### src/rtl/test_scheduler_sat_counter.sv
// Saturating up-counter with two independent increment strobes, so that
// two events landing in the same cycle both count.
module sat_counter #(
   parameter int unsigned W = 8
) (
   input  logic         clk,
   input  logic         rst,
   input  logic         clr,
   input  logic         inc,
   input  logic         inc2,
   output logic [W-1:0] count
);

   localparam int unsigned SW = W + 2;
   localparam logic [SW-1:0] MAXV = (SW'(1) << W) - SW'(1);

   logic [SW-1:0] sum;

   always_comb sum = SW'(count) + SW'(inc) + SW'(inc2);

   always_ff @(posedge clk) begin
      if (rst || clr) begin
         count <= '0;
      end else if (sum > MAXV) begin
         count <= '1;
      end else begin
         count <= sum[W-1:0];
      end
   end

endmodule

### config.mk
export PLATFORM = sky130hd
export DESIGN_NAME = sat_counter
export DESIGN_NICKNAME = d
export VERILOG_FILES = /design/src/rtl/test_scheduler_sat_counter.sv
export SDC_FILE = /design/constraint.sdc
export NUM_CORES = 1
export LEC_CHECK = 0
export CAP_MARGIN = 15
export CELL_PAD_IN_SITES_DETAIL_PLACEMENT = 2
export CELL_PAD_IN_SITES_GLOBAL_PLACEMENT = 2
export CORE_MARGIN = 2
export CORE_UTILIZATION = 26
export DETAILED_ROUTE_END_ITERATION = 10
export GPL_ROUTABILITY_DRIVEN = 0
export PLACE_DENSITY_LB_ADDON = 0.05
export SLEW_MARGIN = 30
export SYNTH_ARGS = -nofsm -noshare
export SYNTH_HDL_FRONTEND = slang
export SYNTH_SLANG_ARGS = --single-unit
### constraint.sdc
create_clock -name clk -period 4.7 [get_ports clk]
set_input_delay 0.94 -clock clk [delete_from_list [all_inputs] [get_ports clk]]
set_output_delay 0.94 -clock clk [all_outputs]
set_load 0.01 [all_outputs]
==> impl_metrics.json, run 1 <==
{
  "power_density_nw_per_um2": 257,
  "synthCells": 39,
  "critPathBufInv": 1,
  "clockBufferDepth": 2,
  "finalSetupViolCount": 0,
  "rows": 13,
  "crit_path_end_kind": "flop",
  "fmax_mhz": 374,
  "p_int_mw": 0.106,
  "yosysWarnings": 0,
  "vdd_drop_max_v": 0.0000917,
  "port_buffers": 12,
  "clk_pin_slew_ns": 0.06,
  "die_y_um": 42.3,
  "period_share": 0.569,
  "drt_wl_total_um": 1190,
  "startpoint_type": "input pin",
  "cts_root_buf": "clkbuf_4",
  "postLayoutCoreUtil": 0.406,
  "switchingPower_mw": 0.0333,
  "hold_buffers": 0,
  "cts_max_level": 1,
  "relSlewSlack": 0.810,
  "first_global_vias": 420,
  "leakage_nw": 0.196,
  "cp.arrival_ns": 2.83,
  "setup_tns_ns": 0,
  "postCtsSetupBuffers": 0,
  "hold_path.class": "reg2reg",
  "hold_viol_final": 0,
  "seq_power_share": 0.504,
  "grt_max_degree": 8,
  "synthesis.nets": 46,
  "vias": 373,
  "nets": 63,
  "setup_ws_ns": 2.02,
  "fin_crit_ns": 2.68,
  "yosysUniqueCellTypes": 20,
  "viasPerCell": 5.41,
  "final_cell_mix": "12 x clkdlybuf4s50_1, 8 x dfxtp_1",
  "gr-usage-all-layers": 0.156,
  "cap_violations": 0,
  "synth_area_um2": 380,
  "routedWlPerCell_um": 17.2,
  "max_stage_delay_ns": 0.53,
  "placed_area_um2": 519,
  "instances_no_fill": 69,
  "yosysSeqAreaShare": 0.421,
  "pwr-share-comb": 0.091,
  "ioPinCount": 13,
  "cts_sinks": 8,
  "whs_ns": 0.569,
  "antenna_found_initial": 0,
  "avgSynthCellArea_um2": 9.75,
  "synth_seq_cells": 8,
  "top_register": "count",
  "worst_pin_slew_ns": 0.284,
  "report.final.slew_viol_count": 0,
  "grt_pass1_wl_um": 2010,
  "coreArea_um2": 1330,
  "status": "finished clean",
  "path_delay_family": "adder cells",
  "cp_data_required_time_ns": 4.86,
  "clkPwrFrac": 0.405,
  "dp_slack_ns": 1.76,
  "fp.dieArea_um2": 1790,
  "drt_iter0_drc": 8,
  "post-place-cells": 66,
  "ant_nets": 0,
  "p_total_mw": 0.139,
  "drive_above_1_share": 0.130,
  "die_w_um": 42.3,
  "cp_slowest_cell": "or4b_1",
  "dpl.hpwl_um": 859,
  "rsz0062_at_grt": "false",
  "final_area_um2": 542,
  "first_pass_iters": 2,
  "top_regs": "count x8",
  "cp_cell_sequence": "clkdlybuf4s50_1, fa_1, ha_1, or4b_1, o211a_1",
  "numCtsBuffers": 3,
  "path_max_fanout": 5,
  "syn_to_final_growth_pct": 42.4,
  "antennaDiodeCount": 0,
  "largest_reg_flops": 8,
  "cts_tree": "done",
  "initial_core_util": 0.285,
  "final_common_cell": "clkdlybuf4s50_1",
  "post-route-drc-count": 0,
  "clk_latency_ns": 0.26,
  "grt_overflow": 0,
  "netSwitchingFraction": 0.239,
  "path_class": "in2reg",
  "ctsResizeCount": 0,
  "fin_skew_ns": 0.000228
}
## power by group through the flow
stage,sequential [mW],clock [mW],combinational (mW)
after floorplan,0.0720,0,0.00461
after global placement,0.0715,0,0.0120
after detailed placement,0.0716,0,0.0131
after CTS,0.0702,0.0574,0.0130
after global routing,0.0703,0.0613,0.0143
final,0.0702,0.0565,0.0127
## cell usage after synthesis
cell type,count,area (µm²)
xnor2_1,2,17.5
nand2_1,2,7.51
a21oi_1,3,15.0
fa_1,1,20.0
ha_1,1,12.5
nand3_1,2,10.0
a311oi_1,1,8.76
o21ai_0,1,5.00
nor3_1,3,15.0
or2_2,1,6.26
o211a_1,1,10.0
and3_2,2,15.0
a31oi_1,3,18.8
dfxtp_1,8,160
or4b_1,1,10.0
o21a_1,2,15.0
or3_1,1,6.26
nor2_1,2,7.51
nand4_2,1,12.5
a211oi_1,1,7.51
## final cells by class
class	count	area, µm²
fillers	154	792
multi-input cells	31	220
flip-flops and latches	8	160
repair buffers	12	120
clock buffers	3	22.5
well taps	15	18.8
## cell families after synthesis
kind of cell,count (synthesis),synth area share
XOR/XNOR,2,0.0461
flip-flops,8,0.421
adder cells (fa/ha/maj),2,0.0855
AO/OA/AOI/OAI,12,0.211
AND/OR/NAND/NOR,15,0.237
## layer usage
| layer | wire [µm] | GRT usage |
|---|---|---|
| met5 | 0 | 0 |
| met4 | 25 | 0.0938 |
| met3 | 48 | 0.0517 |
| met2 | 575 | 0.246 |
| met1 | 540 | 0.182 |
## worst paths after layout
| path | slack [ns] | end | cells past startpoint | start |
|---|---|---|---|---|
| worst max-delay path | 2.02 | count[7]$_SDFF_PP0_ | 5 | inc |
| worst min-delay path | 0.57 | count[4]$_SDFF_PP0_ | 1 | count[4]$_SDFF_PP0_ |
| worst max register to register | 2.88 | count[7]$_SDFF_PP0_ | 4 | count[0]$_SDFF_PP0_ |
| worst min register to register | 0.57 | count[4]$_SDFF_PP0_ | 1 | count[4]$_SDFF_PP0_ |
(Power assumes the default switching activity.)
==> run 2: changes to the inputs <==
- CORE_UTILIZATION: 26 -> 24
- clock period: 4.7 -> 2.6 ns (I/O delays scaled with it)
==> run 2 against run 1 <==
Non-clock buffer count increased by 1; flip-flop and latch count did not move; hold slack worse by 0.014 ns; global-route usage shrank 2.7 points; cell area grew 1.6%; count of clock-buffer cells in the layout unchanged; die area up 7.5%; largest cell class unchanged; critical path type unchanged; core utilization is 3.6 points lower; power increased by 80%.
==> impl_metrics.json, run 2 (synthesized netlist as in run 1, its figures left out) <==
{
  "initial_core_util": 0.255,
  "routedWlPerCell_um": 14.7,
  "cp_cell_sequence": "clkdlybuf4s50_1, fa_1, ha_1, or4b_1, o211a_1",
  "antennaDiodeCount": 0,
  "cts_tree": "done",
  "whs_ns": 0.555,
  "die_w_um": 43.8,
  "ioPinCount": 13,
  "cap_violations": 0,
  "syn_to_final_growth_pct": 44.7,
  "ant_nets": 0,
  "critPathLaunch": "inc",
  "top_register": "count",
  "cts_sinks": 8,
  "path_max_fanout": 3,
  "rrSetupSlack_ns": 0.86,
  "min_from": "count[4]$_SDFF_PP0_",
  "grt_pass1_wl_um": 1750,
  "report.final.slew_viol_count": 0,
  "critPathBufInv": 1,
  "relSlewSlack": 0.807,
  "vdd_drop_max_v": 0.000244,
  "numCtsBuffers": 3,
  "crit_cells": 5,
  "vias": 375,
  "dp_slack_ns": 0.175,
  "startpoint_type": "input pin",
  "crit_path_end_kind": "flop",
  "ctsResizeCount": 0,
  "clk_latency_ns": 0.26,
  "rows": 14,
  "final_common_cell": "clkdlybuf4s50_1",
  "drt_wl_total_um": 1040,
  "path_delay_family": "adder cells",
  "fmax_mhz": 462,
  "port_buffers": 12,
  "endpoint": "count[7]$_SDFF_PP0_",
  "status": "finished clean",
  "cp_slowest_cell": "or4b_1",
  "grt_max_degree": 8,
  "p_total_mw": 0.250,
  "dpl.hpwl_um": 834,
  "top_regs": "count x8",
  "power_density_nw_per_um2": 455,
  "fin_crit_ns": 2.16,
  "finalSetupViolCount": 0,
  "cp.arrival_ns": 2.31,
  "die_y_um": 43.8,
  "path_class": "in2reg",
  "r2r-end": "count[7]$_SDFF_PP0_",
  "clockBufferDepth": 2,
  "hold_path.class": "reg2reg",
  "grt_overflow": 0,
  "period_share": 0.832,
  "drt_iter0_drc": 0,
  "postCtsSetupBuffers": 0,
  "fp.dieArea_um2": 1920,
  "fin_skew_ns": 0.00937,
  "setup_ws_ns": 0.437,
  "first_global_vias": 367,
  "clk_pin_slew_ns": 0.05,
  "cts_root_buf": "clkbuf_4",
  "cp_data_required_time_ns": 2.75,
  "final_cell_mix": "12 x clkdlybuf4s50_1, 8 x dfxtp_1",
  "rsz0062_at_grt": "false",
  "cts_max_level": 1,
  "nets": 64,
  "viasPerCell": 5.28,
  "first_pass_iters": 1,
  "max_stage_delay_ns": 0.52,
  "hold_buffers": 0,
  "hold_viol_final": 0,
  "reg2reg_depth": 4,
  "antenna_found_initial": 0,
  "gr-usage-all-layers": 0.130,
  "leakage_nw": 0.201,
  "setup_tns_ns": 0,
  "post-route-drc-count": 0,
  "worstReg2RegStart": "count[0]$_SDFF_PP0_",
  "drive_above_1_share": 0.145,
  "coreArea_um2": 1490,
  "worst_pin_slew_ns": 0.287,
  "largest_reg_flops": 8
}
[run 2: cell count changes in the layout (fill, tap and decap cells not counted)]
| cell | delta |
|---|---|
| buf_4 | +1 |
[run 2: worst min-delay path by stage]
stage / cells past startpoint / slack (ns) / end
floorplan: 1 / 0.52 / count[4]$_SDFF_PP0_
global placement: 1 / 0.52 / count[4]$_SDFF_PP0_
detailed placement: 1 / 0.55 / count[4]$_SDFF_PP0_
CTS: 1 / 0.57 / count[4]$_SDFF_PP0_
global route: 1 / 0.62 / count[4]$_SDFF_PP0_
finish: 1 / 0.55 / count[4]$_SDFF_PP0_
[run 2: area by class of cell]
class / count / area [µm²]
Clock buffer: 3 / 22.5
Fill cell: 159 / 938
Multi-Input combinational cell: 31 / 220
Sequential cell: 8 / 160
Tap cell: 16 / 20.0
Timing Repair Buffer: 13 / 128
[run 2: power breakdown]
group	switching, mW	internal, mW	total [mW]
Clock	0.0476	0.0532	0.101
Sequential	0.00210	0.125	0.127
Combinational	0.00900	0.0139	0.0229
Total	0.0587	0.192	0.250
[run 2: metal layers]
metal | routed length [µm] | up-vias | GRT usage
met3 | 46 | 2 | 0.0458
li1 | - | 183 | -
met2 | 462 | 9 | 0.182
met4 | 24 | 0 | 0.0909
met5 | 0 | - | 0
met1 | 507 | 181 | 0.163
[run 2: stage by stage]
step | std cells | util | area [µm²]
after CTS | 71 | 0.370 | 551
after global placement | 68 | 0.355 | 528
final | 71 | 0.370 | 551
after global routing | 71 | 0.370 | 551
after floorplan | 39 | - | 380
after detailed placement | 68 | 0.355 | 528
[run 2: worst register-to-register path, stage by stage (launching register included)]
cell	delay, ns
dfxtp_1	0.33
fa_1	0.43
ha_1	0.22
or4b_1	0.52
o211a_1	0.13
==> run 3: changes to the inputs <==
- clock period: 2.6 -> 2.07 ns (I/O delays scaled with it)
==> run 3 against run 2 <==
Flip-flop and latch count unchanged; worst setup slack worse by 0.40 ns; count of clock-buffer cells in the layout unchanged; via count down 0.80%; sequential power up 25%; critical path type unchanged; critical endpoint unchanged; largest cell class unchanged.
==> impl_metrics.json, run 3 (synthesized netlist as in run 1, its figures left out) <==
{
  "drt_wl_total_um": 1060,
  "status": "finished clean",
  "cap_violations": 0,
  "fin_crit_ns": 2.04,
  "multi_input_area_um2": 220,
  "final_common_cell": "clkdlybuf4s50_1",
  "hold_depth": 1,
  "cp_slowest_cell": "or4b_1",
  "reg2reg_depth": 4,
  "post-route-drc-count": 0,
  "nets": 66,
  "cts_max_level": 1,
  "postCtsSetupBuffers": 0,
  "first_pass_iters": 2,
  "report.final.slew_viol_count": 0,
  "ant_nets": 0,
  "grt_max_degree": 8,
  "fin_skew_ns": 0.00130,
  "coreArea_um2": 1490,
  "numCtsBuffers": 3,
  "top_register": "count",
  "final_cell_mix": "12 x clkdlybuf4s50_1, 8 x dfxtp_1",
  "setup_tns_ns": 0,
  "dpl.hpwl_um": 871,
  "cts_root_buf": "clkbuf_4",
  "finalSetupViolCount": 0,
  "final_area_um2": 566,
  "initial_core_util": 0.255,
  "relSlewSlack": 0.808,
  "path_delay_family": "adder cells",
  "grt_pass1_wl_um": 1710,
  "cp_cell_sequence": "clkdlybuf4s50_1, fa_1, ha_1, or4b_1, o211a_1",
  "cp.arrival_ns": 2.18,
  "antenna_found_initial": 0,
  "hold-path-endpoint": "count[4]$_SDFF_PP0_",
  "fp.dieArea_um2": 1920,
  "clk_latency_ns": 0.25,
  "cts_tree": "done",
  "critPathBufInv": 1,
  "register_area_um2": 160,
  "fmax_mhz": 491,
  "vias": 372,
  "rsz0062_at_grt": "false",
  "die_y_um": 43.8,
  "fillers": 169,
  "rows": 14,
  "largest_reg_flops": 8,
  "vdd_drop_max_v": 0.000307,
  "port_buffers": 12,
  "drive_above_1_share": 0.175,
  "cts_sinks": 8,
  "routedWlPerCell_um": 14.5,
  "hold_path.class": "reg2reg",
  "cp_data_required_time_ns": 2.21,
  "grt_overflow": 0,
  "power_density_nw_per_um2": 548,
  "path_max_fanout": 2,
  "rrSetupSlack_ns": 0.38,
  "min_from": "count[4]$_SDFF_PP0_",
  "drt_iter0_drc": 1,
  "antennaDiodeCount": 0,
  "worstReg2RegStart": "count[0]$_SDFF_PP0_",
  "gr-usage-all-layers": 0.128,
  "placed_area_um2": 543,
  "clockBufferDepth": 2,
  "top_regs": "count x8",
  "leakage_nw": 0.211,
  "hold_viol_final": 0,
  "crit_path_end_kind": "flop",
  "path_class": "in2reg",
  "clk_pin_slew_ns": 0.05,
  "syn_to_final_growth_pct": 48.7,
  "r2r-end": "count[7]$_SDFF_PP0_",
  "first_global_vias": 377,
  "startpoint_type": "input pin",
  "viasPerCell": 5.10,
  "max_stage_delay_ns": 0.52,
  "period_share": 0.983,
  "worst_pin_slew_ns": 0.285,
  "die_w_um": 43.8,
  "ioPinCount": 13
}
[run 3: cell type report]
| cell class | instances | share of cell area |
|---|---|---|
| multi-input combinational | 31 | 0.389 |
| timing repair buffer | 15 | 0.252 |
| sequential | 8 | 0.283 |
| clock buffer | 3 | 0.0398 |
| tap | 16 | 0.0354 |
[run 3: repair_timing]
action / CTS / global route
setup endpoints to repair: 0 / 1
hold buffers: 0 / 0
gates resized for setup: 0 / 0
[run 3: power by group]
group | total [mW] | internal [mW] | switching, mW
sequential | 0.159 | 0.157 | 0.00245
clock | 0.119 | 0.0663 | 0.0524
combinational | 0.0321 | 0.0196 | 0.0124
total | 0.310 | 0.243 | 0.0673
[run 3: how the worst max path moves through the flow]
stage,from,to,slack (ns),cells past startpoint
after CTS,inc,count[7]$_SDFF_PP0_,0.04,5
after detailed placement,inc,count[7]$_SDFF_PP0_,-0.21,5
final,inc,count[7]$_SDFF_PP0_,0.03,5
after floorplan,inc,count[7]$_SDFF_PP0_,0.21,4
after global routing,inc,count[6]$_SDFF_PP0_,0.008,7
after global placement,inc,count[7]$_SDFF_PP0_,-0.21,5
[run 3: stage by stage]
stage               setup slack, ns  total power, mW  std cells   util  hold WS (ns)
floorplan                     0.208            0.174         39      -         0.519
global placement             -0.208            0.193         70  0.365         0.517
detailed placement           -0.211            0.195         70  0.365         0.520
CTS                          0.0367            0.318         73  0.380         0.532
global route                0.00800            0.328         73  0.380         0.589
finish                       0.0349            0.310         73  0.380         0.532
[run 3: per-layer routing]
| layer | routed length [µm] | part of all wire | track usage | vias to the layer above |
|---|---|---|---|---|
| met5 | 0 | 0 | 0 | - |
| met4 | 8 | 0.0075 | 0.0364 | 0 |
| met3 | 63 | 0.059 | 0.0833 | 2 |
| met2 | 498 | 0.47 | 0.197 | 9 |
| met1 | 492 | 0.46 | 0.144 | 175 |
| li1 | - | - | - | 186 |
